--- src/rtl/mem_arb_pkg.sv ---
// Shared types for the unified memory arbiter: FSM states, grant owner and
// the width of the access-latency counter.
package mem_arb_pkg;

    typedef enum logic [1:0] {
        IDLE,
        BUSY,
        DONE
    } state_e;

    typedef enum logic {
        GNT_IF,
        GNT_D
    } grant_e;

    localparam int LATENCY_W = 4;

endpackage

--- src/rtl/mem_arb_starve_ctr.sv ---
// Saturating count of data grants won while a fetch was waiting; raises
// forceFetch once the fetch has been passed over MAX_STARVE times in a row.
module mem_arb_starve_ctr #(
    parameter int MAX_STARVE = 3
) (
    input  logic clk,
    input  logic reset,
    input  logic grantD,
    input  logic grantIf,
    input  logic ifReq,
    output logic forceFetch
);

    localparam int CW = $clog2(MAX_STARVE + 1);

    logic [CW-1:0] starveCnt;

    // A fetch grant, or a data grant with no fetch waiting, ends the streak.
    always_ff @(posedge clk or negedge reset) begin
        if (!reset) begin
            starveCnt <= '0;
        end else if (grantIf || (grantD && !ifReq)) begin
            starveCnt <= '0;
        end else if (grantD && starveCnt != CW'(MAX_STARVE)) begin
            starveCnt <= starveCnt + 1'b1;
        end
    end

    assign forceFetch = (starveCnt == CW'(MAX_STARVE));

endmodule

--- src/rtl/unified_mem_arbiter.sv ---
// Shares one fixed-latency single-ported memory between fetch and data ports.
// Define MEM_ARB_STARVE_GUARD_EN to let a starved fetch override data priority.
module unified_mem_arbiter
    import mem_arb_pkg::*;
#(
    parameter int DATA_WIDTH = 32,
    parameter int LATENCY    = 2,
    parameter int MAX_STARVE = 3
) (
    input  logic                  clk,
    input  logic                  reset,
    input  logic                  if_req,
    input  logic [DATA_WIDTH-1:0] if_addr,
    output logic [DATA_WIDTH-1:0] if_rdata,
    output logic                  if_ready,
    input  logic                  d_req,
    input  logic                  d_we,
    input  logic [DATA_WIDTH-1:0] d_addr,
    input  logic [DATA_WIDTH-1:0] d_wdata,
    output logic [DATA_WIDTH-1:0] d_rdata,
    output logic                  d_ready,
    output logic                  mem_en,
    output logic                  mem_we,
    output logic [DATA_WIDTH-1:0] mem_addr,
    output logic [DATA_WIDTH-1:0] mem_wdata,
    input  logic [DATA_WIDTH-1:0] mem_rdata
);

    if (LATENCY < 1 || LATENCY > 15 || MAX_STARVE < 1) begin : gBadConfig
        $error("unified_mem_arbiter: LATENCY must be 1..15 and MAX_STARVE >= 1");
    end

    state_e                state;
    grant_e                grant;
    logic [LATENCY_W-1:0]  cnt;
    logic                  latWe;
    logic [DATA_WIDTH-1:0] latAddr;
    logic [DATA_WIDTH-1:0] latWdata;
    logic                  forceFetch;
    logic                  grantD;
    logic                  grantIf;

    // Data is the older instruction, so it wins unless a starved fetch is forced.
    assign grantD  = (state == IDLE) && d_req && !(if_req && forceFetch);
    assign grantIf = (state == IDLE) && if_req && !grantD;

`ifdef MEM_ARB_STARVE_GUARD_EN
    mem_arb_starve_ctr #(
        .MAX_STARVE(MAX_STARVE)
    ) uStarveCtr (
        .clk       (clk),
        .reset     (reset),
        .grantD    (grantD),
        .grantIf   (grantIf),
        .ifReq     (if_req),
        .forceFetch(forceFetch)
    );
`else
    assign forceFetch = 1'b0;
`endif

    assign mem_addr  = latAddr;
    assign mem_wdata = latWdata;

    // DONE always sits between accesses so a request still high during its
    // ready cycle is dropped by the core before IDLE samples it again.
    always_ff @(posedge clk or negedge reset) begin
        if (!reset) begin
            state    <= IDLE;
            grant    <= GNT_IF;
            cnt      <= '0;
            latWe    <= 1'b0;
            latAddr  <= '0;
            latWdata <= '0;
            mem_en   <= 1'b0;
            mem_we   <= 1'b0;
            if_ready <= 1'b0;
            d_ready  <= 1'b0;
            if_rdata <= '0;
            d_rdata  <= '0;
        end else begin
            if_ready <= 1'b0;
            d_ready  <= 1'b0;
            case (state)
                IDLE: begin
                    if (grantD) begin
                        grant    <= GNT_D;
                        latWe    <= d_we;
                        latAddr  <= d_addr;
                        latWdata <= d_wdata;
                        mem_we   <= d_we;
                    end else if (grantIf) begin
                        grant    <= GNT_IF;
                        latWe    <= 1'b0;
                        latAddr  <= if_addr;
                        latWdata <= '0;
                        mem_we   <= 1'b0;
                    end
                    if (grantD || grantIf) begin
                        cnt    <= LATENCY_W'(LATENCY - 1);
                        mem_en <= 1'b1;
                        state  <= BUSY;
                    end
                end
                BUSY: begin
                    if (cnt != '0) begin
                        cnt <= cnt - 1'b1;
                    end else begin
                        if (grant == GNT_D) begin
                            d_ready <= 1'b1;
                            if (!latWe) begin
                                d_rdata <= mem_rdata;
                            end
                        end else begin
                            if_ready <= 1'b1;
                            if_rdata <= mem_rdata;
                        end
                        mem_en <= 1'b0;
                        mem_we <= 1'b0;
                        state  <= DONE;
                    end
                end
                DONE: begin
                    state <= IDLE;
                end
                default: begin
                    state <= IDLE;
                end
            endcase
        end
    end

endmodule

--- config.mk ---
export PLATFORM = sky130hd
export DESIGN_NAME = unified_mem_arbiter
export DESIGN_NICKNAME = d
export VERILOG_FILES = /design/src/rtl/mem_arb_pkg.sv /design/src/rtl/mem_arb_starve_ctr.sv /design/src/rtl/unified_mem_arbiter.sv
export SDC_FILE = /design/constraint.sdc
export NUM_CORES = 1
export LEC_CHECK = 0
export ABC_AREA = 1
export BUFFER_PORTS_ARGS = -buffer_cell sky130_fd_sc_hd__buf_2
export CORE_UTILIZATION = 50
export CTS_CLUSTER_DIAMETER = 40
export DETAILED_ROUTE_END_ITERATION = 10
export PLACE_DENSITY = 0.82
export SYNTH_ARGS = -nofsm -noshare
export SYNTH_HDL_FRONTEND = slang
export SYNTH_SLANG_ARGS = --single-unit
--- constraint.sdc ---
create_clock -name clk -period 2 [get_ports clk]
set_input_delay 0.1 -clock clk [delete_from_list [all_inputs] [get_ports clk]]
set_output_delay 0.1 -clock clk [all_outputs]
set_load 0.1 [all_outputs]
Word-level counts from Yosys, hierarchy flattened

Cells that the tools add are included.

Word-level logic and storage cells: 60
Register bits: 140

Equal/unequal tests: 5
$add $sub $neg: 1
Bitwise logic cells: 3
Reduce and logical (&&, ||, !) cells: 16
Multiplexer cells: 23

Operators with widths:

| operator                                                              | number |
|---|---|
| 32-bit two-way mux                                                    | 4 |
| 3-bit AND reduction                                                   | 4 |
| 1-bit two-way mux                                                     | 11 |
| 4-bit two-way mux                                                     | 2 |
| 4-bit one-hot mux with 2 select lines                                 | 1 |
| 2-bit two-way mux                                                     | 2 |
| 2-bit != test, second input constant                                  | 2 |
| 1-bit one-hot mux with 2 select lines                                 | 2 |
| 2-bit one-hot mux with 2 select lines                                 | 1 |
| 2-bit AND reduction                                                   | 2 |
| 4-bit AND reduction                                                   | 1 |
| 2-bit nonzero test                                                    | 2 |
| 4-bit nonzero test                                                    | 1 |
| 4-bit by 1-bit subtractor with 4-bit output, second input constant    | 1 |
| 1-bit logical AND                                                     | 3 |
| 3-bit != test, second input constant                                  | 1 |
| 1-bit inverter                                                        | 3 |
| 2-bit by 1-bit equality test with 1-bit output, second input constant | 1 |
| 2-bit logical NOT                                                     | 1 |
| 2-bit by 1-bit != test with 1-bit output, second input constant       | 1 |
| 1-bit logical NOT                                                     | 1 |
| 1-bit logical OR                                                      | 1 |

Depth between registers and ports, before layout

Gate-level depths: netlist of run 1.

Depth in word-level cells: 7
Mapped depth: 9

Worst setup path after synthesis of run 1

OpenSTA, ideal clock, no wires.

Path kind: reg-to-reg
From: register cnt[0]
To: register d_rdata[0]
Arrival: 1.272 ns
Stages on the path, launching flop included: 9
Period minus slack after synthesis: 1.392 ns
Path slack: 0.608 ns
Data required time: 1.880 ns
Cells stage by stage: dfrtp_1 -> inv_1 -> ha_1 -> nand2_2 -> nor2_4 -> nand3_2 -> buf_2 -> nand2_1 -> nand2_1

Longest elaborated chain between the ends: 3

RTL lines:

| what                                 | line                       | source |
|---|---|---|
| start: declaration                   | unified_mem_arbiter.sv:35  | `logic [LATENCY_W-1:0] cnt;` |
| start signal: assignment             | unified_mem_arbiter.sv:100 | `cnt <= LATENCY_W'(LATENCY - 1);` |
| start signal: assignment             | unified_mem_arbiter.sv:107 | `cnt <= cnt - 1'b1;` |
| 4-bit nonzero test                   | unified_mem_arbiter.sv:106 | `if (cnt != '0) begin` |
| 1-bit inverter (no source line)      | --                         |  |
| 4-bit AND reduction (no source line) | --                         |  |
| end signal: assignment               | unified_mem_arbiter.sv:112 | `d_rdata <= mem_rdata;` |
| end: declaration                     | unified_mem_arbiter.sv:20  | `output logic [DATA_WIDTH-1:0] d_rdata,` |

Every way passes these cells.
A chain may end at the register's enable or synchronous reset.

Final worst setup path of run 1

From: register state[0]
To: register latAddr[19], in the netlist mem_addr[19]

Longest elaborated chain between the ends: 6

RTL lines:

| what                                 | line                                                                            | source |
|---|---|---|
| start: declaration                   | unified_mem_arbiter.sv:33                                                       | `state_e state;` |
| start signal: assignment             | unified_mem_arbiter.sv:69                                                       | `state <= IDLE;` |
| start signal: assignment             | unified_mem_arbiter.sv:102                                                      | `state <= BUSY;` |
| start signal: assignment             | unified_mem_arbiter.sv:120                                                      | `state <= DONE;` |
| 2-bit logical NOT *                  | unified_mem_arbiter.sv:44, unified_mem_arbiter.sv:45, unified_mem_arbiter.sv:84 |  |
| 1-bit logical AND                    | unified_mem_arbiter.sv:44                                                       | `assign grantD = (state == IDLE) && d_req && !(if_req && forceFetch);` |
| 1-bit logical NOT                    | unified_mem_arbiter.sv:45                                                       | `assign grantIf = (state == IDLE) && if_req && !grantD;` |
| 1-bit logical AND                    | unified_mem_arbiter.sv:45                                                       |  |
| 2-bit nonzero test (no source line)  | --                                                                              |  |
| 2-bit AND reduction (no source line) | --                                                                              |  |
| end signal: assignment               | unified_mem_arbiter.sv:89                                                       | `latAddr <= d_addr;` |
| end signal: assignment               | unified_mem_arbiter.sv:95                                                       | `latAddr <= if_addr;` |
| end: declaration                     | unified_mem_arbiter.sv:37                                                       | `logic [DATA_WIDTH-1:0] latAddr;` |

Every way passes the cells marked *; elsewhere a longest branch is shown, timed or not.

==> flow_summary.json, run 1 <==
{
  "final_cell_area_sq_um": 8940,
  "overflow": 0,
  "antenna_left": 0,
  "die_area_sq_um": 11500,
  "final-setup-viol-count": 0,
  "root_buffer": "clkbuf_8",
  "drtIter0Drc": 686,
  "r2r_slack_ps": 30,
  "max_slew_margin_pct": 63.2,
  "muxShareOfSynthArea_pct": 0,
  "drcViolationCount": 0,
  "skew_ps": 16.0,
  "reg2reg_depth": 7,
  "synth-xor-area-share_pct": 0.158,
  "fin_nets": 1106,
  "dp.cells": 958,
  "synth_area_sq_um": 5550,
  "clk-insertion-delay-late_ps": 520,
  "min-delay-path-class": "input pin to asynchronous set/reset pin",
  "antenna_found_initial": 1,
  "slew_viol_final": 0,
  "crit_path_max_fanout": 16,
  "grt_usage_pct": 35.6,
  "numCtsBuffers": 17,
  "status": "finished clean",
  "drtPass1Iterations": 7,
  "drv_cap": 0,
  "ys_ff_latch": 140,
  "worstSetupEndpointType": "register",
  "tightest_slew_ps": 552,
  "drive_gt1_share_pct": 32.6,
  "clock_sinks": 140,
  "yosys.area_share.simple_pct": 22.6,
  "max_freq_ghz": 0.507,
  "synth_top_family_by_area": "simple AND/OR/NAND/NOR gates",
  "ys_seq_area_share_pct": 63.1,
  "ioPinCount": 265,
  "finalSetupTns_ps": 0,
  "synth-warning-count": 0,
  "synth_area_leaders": "dfrtp_1 (63%), nand2_1 (18%), a22o_1 (5.0%)",
  "crit_end": "mem_addr[19]",
  "gp_routability_congestion": 0.831,
  "core_area_sq_um": 10800,
  "grt_pass1_vias": 6102,
  "routed_wirelength_um": 21200,
  "syn_avg_cell_area_sq_um": 9.64,
  "path_clk_slew_ps": 70,
  "htreeDepth": 4,
  "final_cells": 1125,
  "min_period_ps": 1970,
  "viasPerCell": 5.44,
  "fp-row-count": 38,
  "synth_top_cell_by_area": "dfrtp_1",
  "grt_pass1_wl_um": 30800,
  "synth-compound-area-share_pct": 9.46,
  "die_h_um": 107,
  "final_core_util_pct": 82.4,
  "start_kind": "register",
  "num_vias": 6118,
  "clock_path_buffers": 2,
  "placed_cell_area_sq_um": 6980,
  "postCtsSetupBuffers": 0,
  "r2r_end": "mem_addr[19]",
  "grt_max_degree": 68,
  "crit_start": "state[0]",
  "start_util_pct": 51.2,
  "crit_arrival_ps": 2430,
  "cts_tree": "built",
  "yosysUniqueCellTypes": 28,
  "avgRoutedWirePerCell_um": 18.9,
  "syn_nets": 711,
  "io_buffer_count": 264,
  "rsz0062_at_grt": "no",
  "syn_inst": 576,
  "fin_crit_sh_pct": 98.7,
  "place.detailed.hpwl_um": 10800,
  "cp.required_ps": 2450,
  "critPathKind": "register to register",
  "die_w_um": 107,
  "synth-adder-area-share_pct": 0.451,
  "netlist.area_leader.share_pct": 63.1,
  "area_delta_synth_final_pct": 60.9,
  "r2r-start": "state[0]",
  "finalHoldViolCount": 0
}
## Yosys cell counts (all sizes together)
cell / n
clkinv: 1
nor3: 2
nand3: 3
a31oi: 32
buf: 29
a22o: 32
nand2: 270
nand4: 1
inv: 10
dfrtp: 140
o21ai: 7
nor2: 43
clkbuf: 2
ha: 2
o22ai: 1
xor2: 1
## layer usage
layer	part of all wire [%]	vias to the layer above	GRT usage [%]
met5	0	-	0
met4	5.0	0	19.4
met2	50	513	60.0
li1	-	2649	-
met3	10	85	10.1
met1	35	2871	40.9
## layout by cell type (no fill, tap or decap), drive strengths merged
cell,netlist,layout
dfrtp,140,140
nand3,3,3
nor3,2,2
ha,2,2
a22o,32,32
a31oi,32,32
nand4,1,1
dlygate4sd3,0,131
o22ai,1,1
bufinv,0,2
nor2,43,43
clkbuf,2,21
clkinv,1,9
xor2,1,1
nand2,270,270
buf,29,273
o21ai,7,7
clkinvlp,0,2
diode,0,1
inv,10,12
## worst min path at each step
stage / slack [ps] / depth (start not counted) / to
finish: 60 / 2 / if_rdata[0]
global route: 60 / 3 / mem_en
CTS: 6 / 3 / mem_en
detailed placement: 40 / 1 / if_rdata[29]
global placement: 40 / 1 / if_rdata[0]
floorplan: -200 / 0 / cnt[0]
## per-stage QoR
stage / hold slack [ps] / worst slack, ps
6_report: 61.7 / 25.9
5_1_grt: 60.9 / 8.86
3_3_place_gp: 36.8 / 434
2_1_floorplan: -196 / 608
3_5_place_dp: 36.0 / 365
4_1_cts: 5.58 / 132
## cell families after synthesis
logic type,Yosys count
and+or+nand+nor,319
DFF,140
AOI/OAI and AO/OA,72
buffers and inverters,42
adders and majority gates,2
xor gates and xnor gates,1
## repair_timing
item                                    CTS  global route
resized for setup                         0             1
endpoints found under the hold margin   271             0
hold buffers                            131             0
endpoints found under the setup margin    0            10
## critical path, cell delays in order (launching register included)
cell and delay, ps:
dfrtp_1 410, nor2_2 180, nand2_2 90, inv_2 160, buf_12 180, nand2_1 80
a31oi_1 180, dlygate4sd3_1 630
## state kept, by name (all words and copies together), names as in the netlist
name and count:
mem_addr 32, grant 1, mem_en 1, if_rdata 32
d_ready 1, if_ready 1, mem_wdata 32, state 2
d_rdata 32, latWe 1, mem_we 1, cnt 4
## final cells by class
class	instances	area [sq um]
tap	140	175
fill	552	1900
sequential	140	3500
timing repair buffer	407	2840
inverter	11	42.5
clock inverter	14	144
multi-input combinational	394	1820
antenna	1	2.50
clock buffer	18	418
Power of run 1 is left out: the tool's default activity adds up to more than one toggle a clock period on the data nets, which glitch-free logic cannot reach.
==> run 2, diff against run 1 <==
- CELL_PAD_IN_SITES_DETAIL_PLACEMENT: not set -> 0
- CELL_PAD_IN_SITES_GLOBAL_PLACEMENT: not set -> 1
- CORE_ASPECT_RATIO: not set -> 1.75
- CORE_UTILIZATION: 50 -> 36
- GPL_ROUTABILITY_DRIVEN: not set -> 0
==> run 2 against run 1 <==
Against the previous run: count of clock-buffer cells in the layout increased by 1; sequential cell count unchanged; critical endpoint is now mem_addr[13]; highest routed layer unchanged; non-clock buffer count decreased by 1; worst setup slack improved by 120 ps; final area increased by 1.1%; critical path type unchanged; fmax increased by 6.3%; hold slack improved by 120 ps; via count decreased by 10%; first-iteration DRC count decreased by 72%.
==> flow_summary.json, run 2 (same netlist as run 1, synthesis figures left out) <==
{
  "status": "finished clean",
  "cp.required_ps": 2340,
  "io_buffer_count": 264,
  "final-setup-viol-count": 0,
  "root_buffer": "clkbuf_16",
  "drtPass1Iterations": 5,
  "drive_gt1_share_pct": 32.5,
  "critPathKind": "register to register",
  "drcViolationCount": 0,
  "slew_viol_final": 0,
  "wl_met3_um": 924,
  "tightest_slew_ps": 713,
  "fp-row-count": 59,
  "clk-insertion-delay-late_ps": 410,
  "layout_commonest_cell": "nand2_1",
  "drtIter0Drc": 193,
  "die_h_um": 166,
  "whs_ps": 184,
  "finalSetupTns_ps": 0,
  "grt_max_degree": 65,
  "clock_sinks": 140,
  "cts_tree": "built",
  "r2r_slack_ps": 140,
  "wl_met2_um": 9150,
  "dp_slack_ps": 342,
  "final-seq-area_sq_um": 3500,
  "finalHoldViolCount": 0,
  "area_delta_synth_final_pct": 62.6,
  "grt_pass1_wl_um": 27300,
  "worstSetupEndpointType": "register",
  "htreeDepth": 4,
  "path_clk_slew_ps": 70,
  "start_util_pct": 37.1,
  "grt_pass1_vias": 5671,
  "diodes": 0,
  "avgRoutedWirePerCell_um": 14.9,
  "holdPathEnd": "mem_en",
  "clock_path_buffers": 2,
  "min_period_ps": 1860,
  "layout_common_cells": "nand2_1 (265), buf_2 (263), dfrtp_1 (140), dlygate4sd3_1 (130), nor2_1 (40)",
  "multi_input_area_sq_um": 1820,
  "overflow": 0,
  "ioPinCount": 265,
  "die_area_sq_um": 15900,
  "rsz0062_at_grt": "no",
  "numCtsBuffers": 17,
  "grt_usage_pct": 22.1,
  "crit_arrival_ps": 2200,
  "skew_ps": 16.2,
  "core_area_sq_um": 15000,
  "num-fill-cells": 1293,
  "routed_wirelength_um": 17400,
  "wl_met1_um": 6880,
  "antenna_left": 0,
  "max_slew_margin_pct": 52.4,
  "r2r_end": "mem_addr[13]",
  "fin_ws_ps": 143,
  "top_layer_used": "met4",
  "min_from": "if_req",
  "whs_path_depth": 3,
  "crit_path_max_fanout": 32,
  "max_freq_ghz": 0.539,
  "start_kind": "register",
  "place.detailed.hpwl_um": 10600,
  "fin_nets": 1105,
  "reg2reg_depth": 7,
  "min-delay-path-class": "input pin to register",
  "antenna_found_initial": 0,
  "fin_crit_sh_pct": 92.8,
  "final_core_util_pct": 60.3,
  "viasPerCell": 4.70,
  "drv_cap": 0,
  "num_vias": 5479,
  "die_w_um": 95.9,
  "r2r-start": "state[1]"
}
[run 2: worst max-delay path by stage]
| stage | slack [ps] | depth (start not counted) | end | start |
|---|---|---|---|---|
| final | 140 | 7 | mem_addr[13] | state[1] |
| after global routing | 20 | 7 | mem_addr[3] | state[0] |
| after CTS | 20 | 7 | mem_addr[3] | state[0] |
| after detailed placement | 340 | 8 | if_rdata[10] | cnt[0] |
| after global placement | 380 | 8 | if_rdata[4] | cnt[0] |
| after floorplan | 610 | 8 | d_rdata[0] | cnt[0] |
[run 2: metal layers]
metal	vias to the layer above	track usage [%]
met3	32	4.58
met2	224	39.4
met5	-	0
met4	0	9.02
li1	2650	-
met1	2573	24.8
[run 2: worst max-delay path, cell delays in order (launching register included)]
cell,delay [ps]
dfrtp_1,400
inv_1,90
nand2_1,90
nor2_4,210
buf_12,230
nor2_1,70
a31oi_1,130
dlygate4sd3_1,570
[run 2: area by class of cell]
type / instances / share of cell area [%]
flip-flops and latches: 140 / 38.8
repair buffers: 406 / 31.2
inverters: 11 / 0.526
well taps: 183 / 2.53
clock inverters: 12 / 2.08
multi-input cells: 394 / 20.1
clock buffers: 19 / 4.79
[run 2: through the flow]
step | cells | cell area [sq um]
after floorplan | 576 | 5550
after global placement | 1002 | 7060
after detailed placement | 1002 | 7060
after CTS | 1163 | 8980
after global routing | 1165 | 9030
final | 1165 | 9030
[run 2: repair_timing]
item | in CTS | in global routing
hold endpoints to repair | 182 | 0
gates resized for setup | 0 | 3
setup endpoints to repair | 0 | 4
buffers inserted | 0 | 0
hold buffers | 130 | 0
Power of run 2 is left out for the same reason.
